--- config.mk ---
export PLATFORM = sky130hd
export DESIGN_NAME = maxterm_extractor
export DESIGN_NICKNAME = d
export VERILOG_FILES = /design/src/rtl/truth_table_pkg.sv /design/src/rtl/maxterm_extractor_term_scan.sv /design/src/rtl/maxterm_extractor.sv
export SDC_FILE = /design/constraint.sdc
export NUM_CORES = 1
export LEC_CHECK = 0
export ABC_CLOCK_PERIOD_IN_PS = 4210
export CORE_ASPECT_RATIO = 0.6
export CORE_MARGIN = 8
export CORE_UTILIZATION = 32
export DETAILED_ROUTE_END_ITERATION = 16
export MAX_ROUTING_LAYER = met4
export SLEW_MARGIN = 30
export SYNTH_ARGS = -nofsm -noshare
export SYNTH_HDL_FRONTEND = slang
export SYNTH_SLANG_ARGS = --single-unit
--- constraint.sdc ---
create_clock -name clk -period 4.21 [get_ports clk]
set_clock_uncertainty 0.15 [all_clocks]
set_input_delay 0.6315 -clock clk [delete_from_list [all_inputs] [get_ports clk]]
set_output_delay 0.6315 -clock clk [all_outputs]
set_load 0.01 [all_outputs]
--- src/rtl/truth_table_pkg.sv ---
// Shared types and helpers for the truth-table sweep / term extraction blocks.
package truth_table_pkg;

   typedef enum logic [2:0] {
      ST_IDLE,
      ST_SETTLE,
      ST_SAMPLE,
      ST_EMIT,
      ST_DONE
   } state_t;

   // Number of truth-table rows for a function of n_vars inputs.
   function automatic int unsigned rows(input int unsigned n_vars);
      return 32'd1 << n_vars;
   endfunction

endpackage

--- src/rtl/maxterm_extractor_term_scan.sv ---
// Combinational term detector: flags whether row idx is a term of the selected
// polarity and whether no further term exists above it.
module term_scan
   import truth_table_pkg::*;
#(
   parameter int unsigned N_VARS = 4
) (
   input  logic [rows(N_VARS)-1:0] table_i,
   input  logic [N_VARS-1:0]       idx_i,
   input  logic                    pol_i,
   output logic                    is_term_o,
   output logic                    last_term_o
);

   localparam int unsigned ROWS = rows(N_VARS);

   logic [ROWS-1:0] terms;
   logic [ROWS-1:0] above;

   // pol_i=0 selects zero rows (maxterms), pol_i=1 selects one rows (minterms).
   always_comb begin
      terms       = pol_i ? table_i : ~table_i;
      above       = (terms >> idx_i) >> 1;
      is_term_o   = terms[idx_i];
      last_term_o = (above == '0);
   end

endmodule

--- src/rtl/maxterm_extractor.sv ---
// Sweeps an external function, captures its truth table and streams term indices.
// Optional MAXTERM_SOP_DUAL_EN adds sop_sel to emit minterms instead of maxterms.
module maxterm_extractor
   import truth_table_pkg::*;
#(
   parameter int unsigned N_VARS = 4,
   parameter int unsigned SETTLE = 1
) (
   input  logic                    clk,
   input  logic                    reset,
   input  logic                    start,
`ifdef MAXTERM_SOP_DUAL_EN
   input  logic                    sop_sel,
`endif
   output logic [N_VARS-1:0]       probe,
   input  logic                    f_in,
   output logic                    m_valid,
   input  logic                    m_ready,
   output logic [N_VARS-1:0]       m_index,
   output logic                    m_last,
   output logic                    busy,
   output logic                    done,
   output logic [N_VARS:0]         count,
   output logic [rows(N_VARS)-1:0] table_q
);

   localparam int unsigned ROWS = rows(N_VARS);
   localparam int unsigned CW   = N_VARS + 1;
   localparam int unsigned SW   = (SETTLE > 1) ? $clog2(SETTLE) : 1;
   localparam logic [N_VARS-1:0] LAST_IDX   = N_VARS'(ROWS - 1);
   localparam logic [SW-1:0]     SETTLE_END = SW'(SETTLE - 1);

   state_t              state_q;
   logic [N_VARS-1:0]   probe_q;
   logic [N_VARS-1:0]   idx_q;
   logic [SW-1:0]       settle_q;
   logic [CW-1:0]       count_q;
   logic [ROWS-1:0]     tbl_q;
   logic                busy_q;
   logic                done_q;
   logic                pol;
   logic                is_term;
   logic                last_term;

`ifdef MAXTERM_SOP_DUAL_EN
   logic pol_q;

   // Output polarity is fixed for the whole run once start is accepted.
   always_ff @(posedge clk) begin
      if (reset)
         pol_q <= 1'b0;
      else if (state_q == ST_IDLE && start)
         pol_q <= sop_sel;
   end

   assign pol = pol_q;
`else
   assign pol = 1'b0;
`endif

   term_scan #(
      .N_VARS (N_VARS)
   ) u_term_scan (
      .table_i     (tbl_q),
      .idx_i       (idx_q),
      .pol_i       (pol),
      .is_term_o   (is_term),
      .last_term_o (last_term)
   );

   // Sweep, sample and emit sequencer.
   always_ff @(posedge clk) begin
      if (reset) begin
         state_q  <= ST_IDLE;
         probe_q  <= '0;
         idx_q    <= '0;
         settle_q <= '0;
         count_q  <= '0;
         tbl_q    <= '0;
         busy_q   <= 1'b0;
         done_q   <= 1'b0;
      end else begin
         done_q <= 1'b0;
         case (state_q)
            ST_IDLE: begin
               if (start) begin
                  probe_q  <= '0;
                  idx_q    <= '0;
                  settle_q <= '0;
                  count_q  <= '0;
                  busy_q   <= 1'b1;
                  state_q  <= ST_SETTLE;
               end
            end
            ST_SETTLE: begin
               if (settle_q == SETTLE_END)
                  state_q <= ST_SAMPLE;
               else
                  settle_q <= settle_q + SW'(1);
            end
            ST_SAMPLE: begin
               tbl_q[probe_q] <= f_in;
               settle_q       <= '0;
               if (probe_q == LAST_IDX) begin
                  idx_q   <= '0;
                  state_q <= ST_EMIT;
               end else begin
                  probe_q <= probe_q + N_VARS'(1);
                  state_q <= ST_SETTLE;
               end
            end
            ST_EMIT: begin
               // Non-terms advance unconditionally; terms wait for the handshake.
               if (!is_term || m_ready) begin
                  if (is_term)
                     count_q <= count_q + CW'(1);
                  idx_q <= idx_q + N_VARS'(1);
                  if (idx_q == LAST_IDX) begin
                     done_q  <= 1'b1;
                     state_q <= ST_DONE;
                  end
               end
            end
            ST_DONE: begin
               probe_q <= '0;
               busy_q  <= 1'b0;
               state_q <= ST_IDLE;
            end
            default: begin
               busy_q  <= 1'b0;
               state_q <= ST_IDLE;
            end
         endcase
      end
   end

   assign m_valid = (state_q == ST_EMIT) && is_term;
   assign m_last  = m_valid && last_term;
   assign m_index = idx_q;
   assign probe   = probe_q;
   assign busy    = busy_q;
   assign done    = done_q;
   assign count   = count_q;
   assign table_q = tbl_q;

endmodule

==> impl_metrics.prom <==
# TYPE chip_impl_metric gauge
chip_impl_info{name="cell_chosen_for_the_clock_root",value="sky130_fd_sc_hd__clkbuf_8"} 1
chip_impl_metric{name="antennaDiodeCount",unit=""} 0
chip_impl_metric{name="cp.required",unit="ns"} 3.43
chip_impl_metric{name="clock_path_buffers",unit=""} 2
chip_impl_metric{name="place.detailed.hpwl",unit="um"} 4510
chip_impl_info{name="start_kind",value="flip-flop"} 1
chip_impl_metric{name="relSlewSlack",unit="%"} 54.4
chip_impl_metric{name="netlist_area",unit="um2"} 2080
chip_impl_metric{name="finalNetCount",unit=""} 303
chip_impl_metric{name="p_comb_share",unit="%"} 10.7
chip_impl_metric{name="grt.overflow.total",unit=""} 0
chip_impl_metric{name="crit_fanout",unit=""} 19
chip_impl_metric{name="grt_start_max_net_pins",unit=""} 29
chip_impl_metric{name="sw_frac_of_total",unit="%"} 26.8
chip_impl_metric{name="area_delta_synth_final",unit="%"} 23.2
chip_impl_metric{name="hold_buffers",unit=""} 0
chip_impl_metric{name="power_density",unit="nW/um2"} 260
chip_impl_metric{name="synth-edff-count",unit=""} 0
chip_impl_info{name="critPathKind",value="reg -> out"} 1
chip_impl_info{name="largest_family_of_logic_cells_by_synthesized_area",value="simple AND/OR/NAND/NOR gates"} 1
chip_impl_metric{name="slew_at_the_pin_with_the_worst_max_slew_slack",unit="ns"} 0.684
chip_impl_metric{name="finalWirelength",unit="um"} 6070
chip_impl_metric{name="drt_pass1_iterations",unit=""} 4
chip_impl_metric{name="final.hold.worst_slack",unit="ns"} 0.341
chip_impl_metric{name="clock_power_share",unit="%"} 38.8
chip_impl_metric{name="peakVddDrop",unit="mV"} 0.112
chip_impl_metric{name="die_x",unit="um"} 120
chip_impl_metric{name="postSynth.asyncResetShare",unit="%"} 0
chip_impl_metric{name="yosys.area_share.adder",unit="%"} 3.61
chip_impl_metric{name="synthesis.instances",unit=""} 268
chip_impl_metric{name="detail_route.drc_violations",unit=""} 0
chip_impl_metric{name="die_h",unit="um"} 78.5
chip_impl_info{name="rsz0062_at_grt",value="false"} 1
chip_impl_metric{name="vias_per_cell",unit=""} 5.32
chip_impl_metric{name="syn-mean-instance-area",unit="um2"} 7.76
chip_impl_metric{name="fmax",unit="MHz"} 268
chip_impl_metric{name="clock_net_sink_count",unit=""} 34
chip_impl_metric{name="synth.area.mux_share",unit="%"} 11.1
chip_impl_metric{name="synth_xor_area_share",unit="%"} 1.26
chip_impl_metric{name="ys_ff_latch",unit=""} 34
chip_impl_metric{name="die-area",unit="um2"} 9420
chip_impl_metric{name="cts_setup_buffers",unit=""} 0
chip_impl_info{name="worst_path_cell_trace",value="mux4_2 > o22ai_2 > o221a_1 > o211ai_1 > nor2_1 > clkdlybuf4s50_1"} 1
chip_impl_metric{name="p_leak",unit="nW"} 0.873
chip_impl_metric{name="cts.reportedPaths.clkPinSlew",unit="ns"} 0.08
chip_impl_metric{name="grt_pass1_wl",unit="um"} 9840
chip_impl_metric{name="number_of_global_route_vias_before_repair",unit=""} 1897
chip_impl_metric{name="timing.final.crit_share",unit="%"} 88.5
chip_impl_info{name="worstHoldPathType",value="reg -> reg"} 1
chip_impl_metric{name="finalSetupViolCount",unit=""} 0
chip_impl_metric{name="period_minus_slack",unit="ns"} 3.73
chip_impl_metric{name="max-cap-violations",unit=""} 0
chip_impl_metric{name="drtAntennaViolNets",unit=""} 0
chip_impl_metric{name="postCtsResizedCells",unit=""} 0
chip_impl_metric{name="cts.htree.levels",unit=""} 2
chip_impl_metric{name="share_of_cells_above_drive_strength_1",unit="%"} 6.48
chip_impl_info{name="result_of_the_run",value="finished clean"} 1
chip_impl_info{name="cts_tree",value="built"} 1
chip_impl_metric{name="slew_violations",unit=""} 0
chip_impl_metric{name="detailedRoute.firstIterationViolations",unit=""} 214
chip_impl_metric{name="worst_ep_arrival_time",unit="ns"} 2.94
chip_impl_metric{name="cp_slowest_stage_delay",unit="ns"} 0.76
chip_impl_metric{name="power.switching",unit="W"} 0.000178
chip_impl_metric{name="pre_cts_ws",unit="ns"} 0.805
chip_impl_metric{name="std_cell_rows",unit=""} 22
chip_impl_metric{name="ioPinCount",unit=""} 38
chip_impl_metric{name="tns",unit="ns"} 0
chip_impl_metric{name="floorplan.initialDensity",unit="%"} 33.6
chip_impl_metric{name="yosys_warnings",unit=""} 0
chip_impl_metric{name="nFillCells",unit=""} 646
chip_impl_metric{name="grt_use_total",unit="%"} 13.2
chip_impl_metric{name="vias",unit=""} 2007
chip_impl_metric{name="routedWlPerCell",unit="um"} 16.1
chip_impl_metric{name="synth_compound_area_share",unit="%"} 17.9
chip_impl_metric{name="tritoncts.num_buffers",unit=""} 5
chip_impl_metric{name="gp_congestion",unit=""} 0.845
chip_impl_metric{name="synth-simple-area-share",unit="%"} 26.9
chip_impl_metric{name="internal-power",unit="W"} 0.000488
chip_impl_metric{name="mappedNetlistNets",unit=""} 279
chip_impl_metric{name="timing.final.hold_violations",unit=""} 0
chip_impl_metric{name="final-seq-area",unit="um2"} 681
chip_impl_metric{name="seq_power_share",unit="%"} 50.5
chip_impl_info{name="synth_ff_type",value="sky130_fd_sc_hd__dfxtp_1"} 1
chip_impl_metric{name="insertion_delay_to_the_later_sink_of_the_worst_skew_pair",unit="ns"} 0.29
chip_impl_info{name="timing.critical_path.slowest_stage_cell",value="sky130_fd_sc_hd__dfxtp_1"} 1
chip_impl_metric{name="synthDistinctLibCells",unit=""} 49
chip_impl_metric{name="layout_setup_ws",unit="ns"} 0.484
chip_impl_metric{name="register_area_share_after_synthesis",unit="%"} 32.7
chip_impl_info{name="cp-end-kind",value="output pin"} 1
chip_impl_metric{name="total_power",unit="W"} 0.000666
chip_impl_metric{name="multi_input_area",unit="um2"} 1260
chip_impl_metric{name="initial_antenna_violation_count",unit=""} 0
chip_impl_metric{name="io_buffer_count",unit=""} 37
chip_impl_metric{name="coreArea",unit="um2"} 6190
Yosys cell counts (2+ instances only):
cell type,n,area [um2]
sky130_fd_sc_hd__a31oi_1,4,25.0
sky130_fd_sc_hd__o21a_1,2,15.0
sky130_fd_sc_hd__o2111ai_1,3,26.3
sky130_fd_sc_hd__o22ai_1,3,18.8
sky130_fd_sc_hd__buf_1,4,15.0
sky130_fd_sc_hd__nand2_1,41,154
sky130_fd_sc_hd__buf_6,2,22.5
sky130_fd_sc_hd__mux2i_1,13,130
sky130_fd_sc_hd__clkbuf_1,15,56.3
sky130_fd_sc_hd__ha_1,6,75.1
sky130_fd_sc_hd__nor3_1,6,30.0
sky130_fd_sc_hd__mux2_2,5,56.3
sky130_fd_sc_hd__and3_1,6,37.5
sky130_fd_sc_hd__mux4_2,2,45.0
sky130_fd_sc_hd__nand4_1,2,12.5
sky130_fd_sc_hd__and4b_1,2,20.0
sky130_fd_sc_hd__nand3_1,26,130
sky130_fd_sc_hd__nor2b_1,4,25.0
sky130_fd_sc_hd__o31ai_1,2,15.0
sky130_fd_sc_hd__dfxtp_1,34,681
sky130_fd_sc_hd__xnor2_1,3,26.3
sky130_fd_sc_hd__inv_1,9,33.8
sky130_fd_sc_hd__nor4b_1,2,17.5
sky130_fd_sc_hd__a21oi_1,21,105
sky130_fd_sc_hd__o21ai_0,9,45.0
sky130_fd_sc_hd__nand2b_1,3,18.8
sky130_fd_sc_hd__nor2_1,17,63.8
power by group through the flow:
| stage | sequential (W) | combinational, W | clock [W] |
|---|---|---|---|
| final | 0.000337 | 0.0000714 | 0.000258 |
| after global routing | 0.000338 | 0.0000796 | 0.000281 |
| after CTS | 0.000336 | 0.0000711 | 0.000263 |
| after detailed placement | 0.000344 | 0.0000708 | 0 |
| after global placement | 0.000344 | 0.0000701 | 0 |
| after floorplan | 0.000340 | 0.0000506 | 0 |
layout by cell type (no fill, tap or decap), drive strengths merged, types with 7 or more instances in the layout:
| master | instances |
|---|---|
| a21oi | 22 |
| o21ai | 9 |
| inv | 9 |
| nor2 | 17 |
| nand2 | 41 |
| clkdlybuf4s50 | 37 |
| nand3 | 26 |
| mux2i | 13 |
| clkbuf | 7 |
| dfxtp | 34 |
state kept, by name, summed over array words and instances, names as in the netlist:
name / cells
busy: 1
count: 5
done: 1
m_index: 4
probe: 4
state_q: 3
table_q: 16
path summary, 6_finish.rpt:
check              from  cells past startpoint  slack [ns]          to
max          m_index[1]                      6        0.48      m_last
min                busy                      2        0.34        busy
max reg2reg  m_index[1]                      5        1.54  state_q[0]
min reg2reg        busy                      2        0.34        busy
metrics by stage:
step           util (%)  instances  instance area, um2
2_1_floorplan         -        268                2080
3_3_place_gp       39.9        369                2470
3_5_place_dp       39.9        369                2470
4_1_cts            41.4        377                2560
5_1_grt            41.4        377                2560
6_report           41.4        377                2560
cell families after synthesis:
family | after synthesis
AND/OR/NAND/NOR | 116
buffers and inverters | 32
multiplexers | 20
AO/OA/AOI/OAI | 57
flip-flops | 34
adder cells (fa/ha/maj) | 6
XOR/XNOR | 3
critical path: cells and delay by family (launching register included):
| family | cells | cell delay (ns) |
|---|---|---|
| and+or+nand+nor | 1 | 0.11 |
| DFF | 1 | 0.76 |
| buffers and inverters | 1 | 0.55 |
| AOI/OAI and AO/OA | 3 | 0.82 |
| muxes | 1 | 0.42 |
routing by layer:
layer,part of all wire (%),wire length (um),GRT usage [%]
met4,0.54,33,3.22
met5,0,0,-
met3,7.6,461,4.36
met1,51,3070,17.6
met2,41,2500,18.9
layout make-up:
cell class / count / area share, %
Clock inverter: 1 / 0.195
Clock buffer: 7 / 3.37
Sequential cell: 34 / 26.5
Multi-Input combinational cell: 202 / 49.3
Tap cell: 84 / 4.10
Inverter: 10 / 1.46
Timing Repair Buffer: 39 / 15.0
Power figures use the tool's default switching activity.
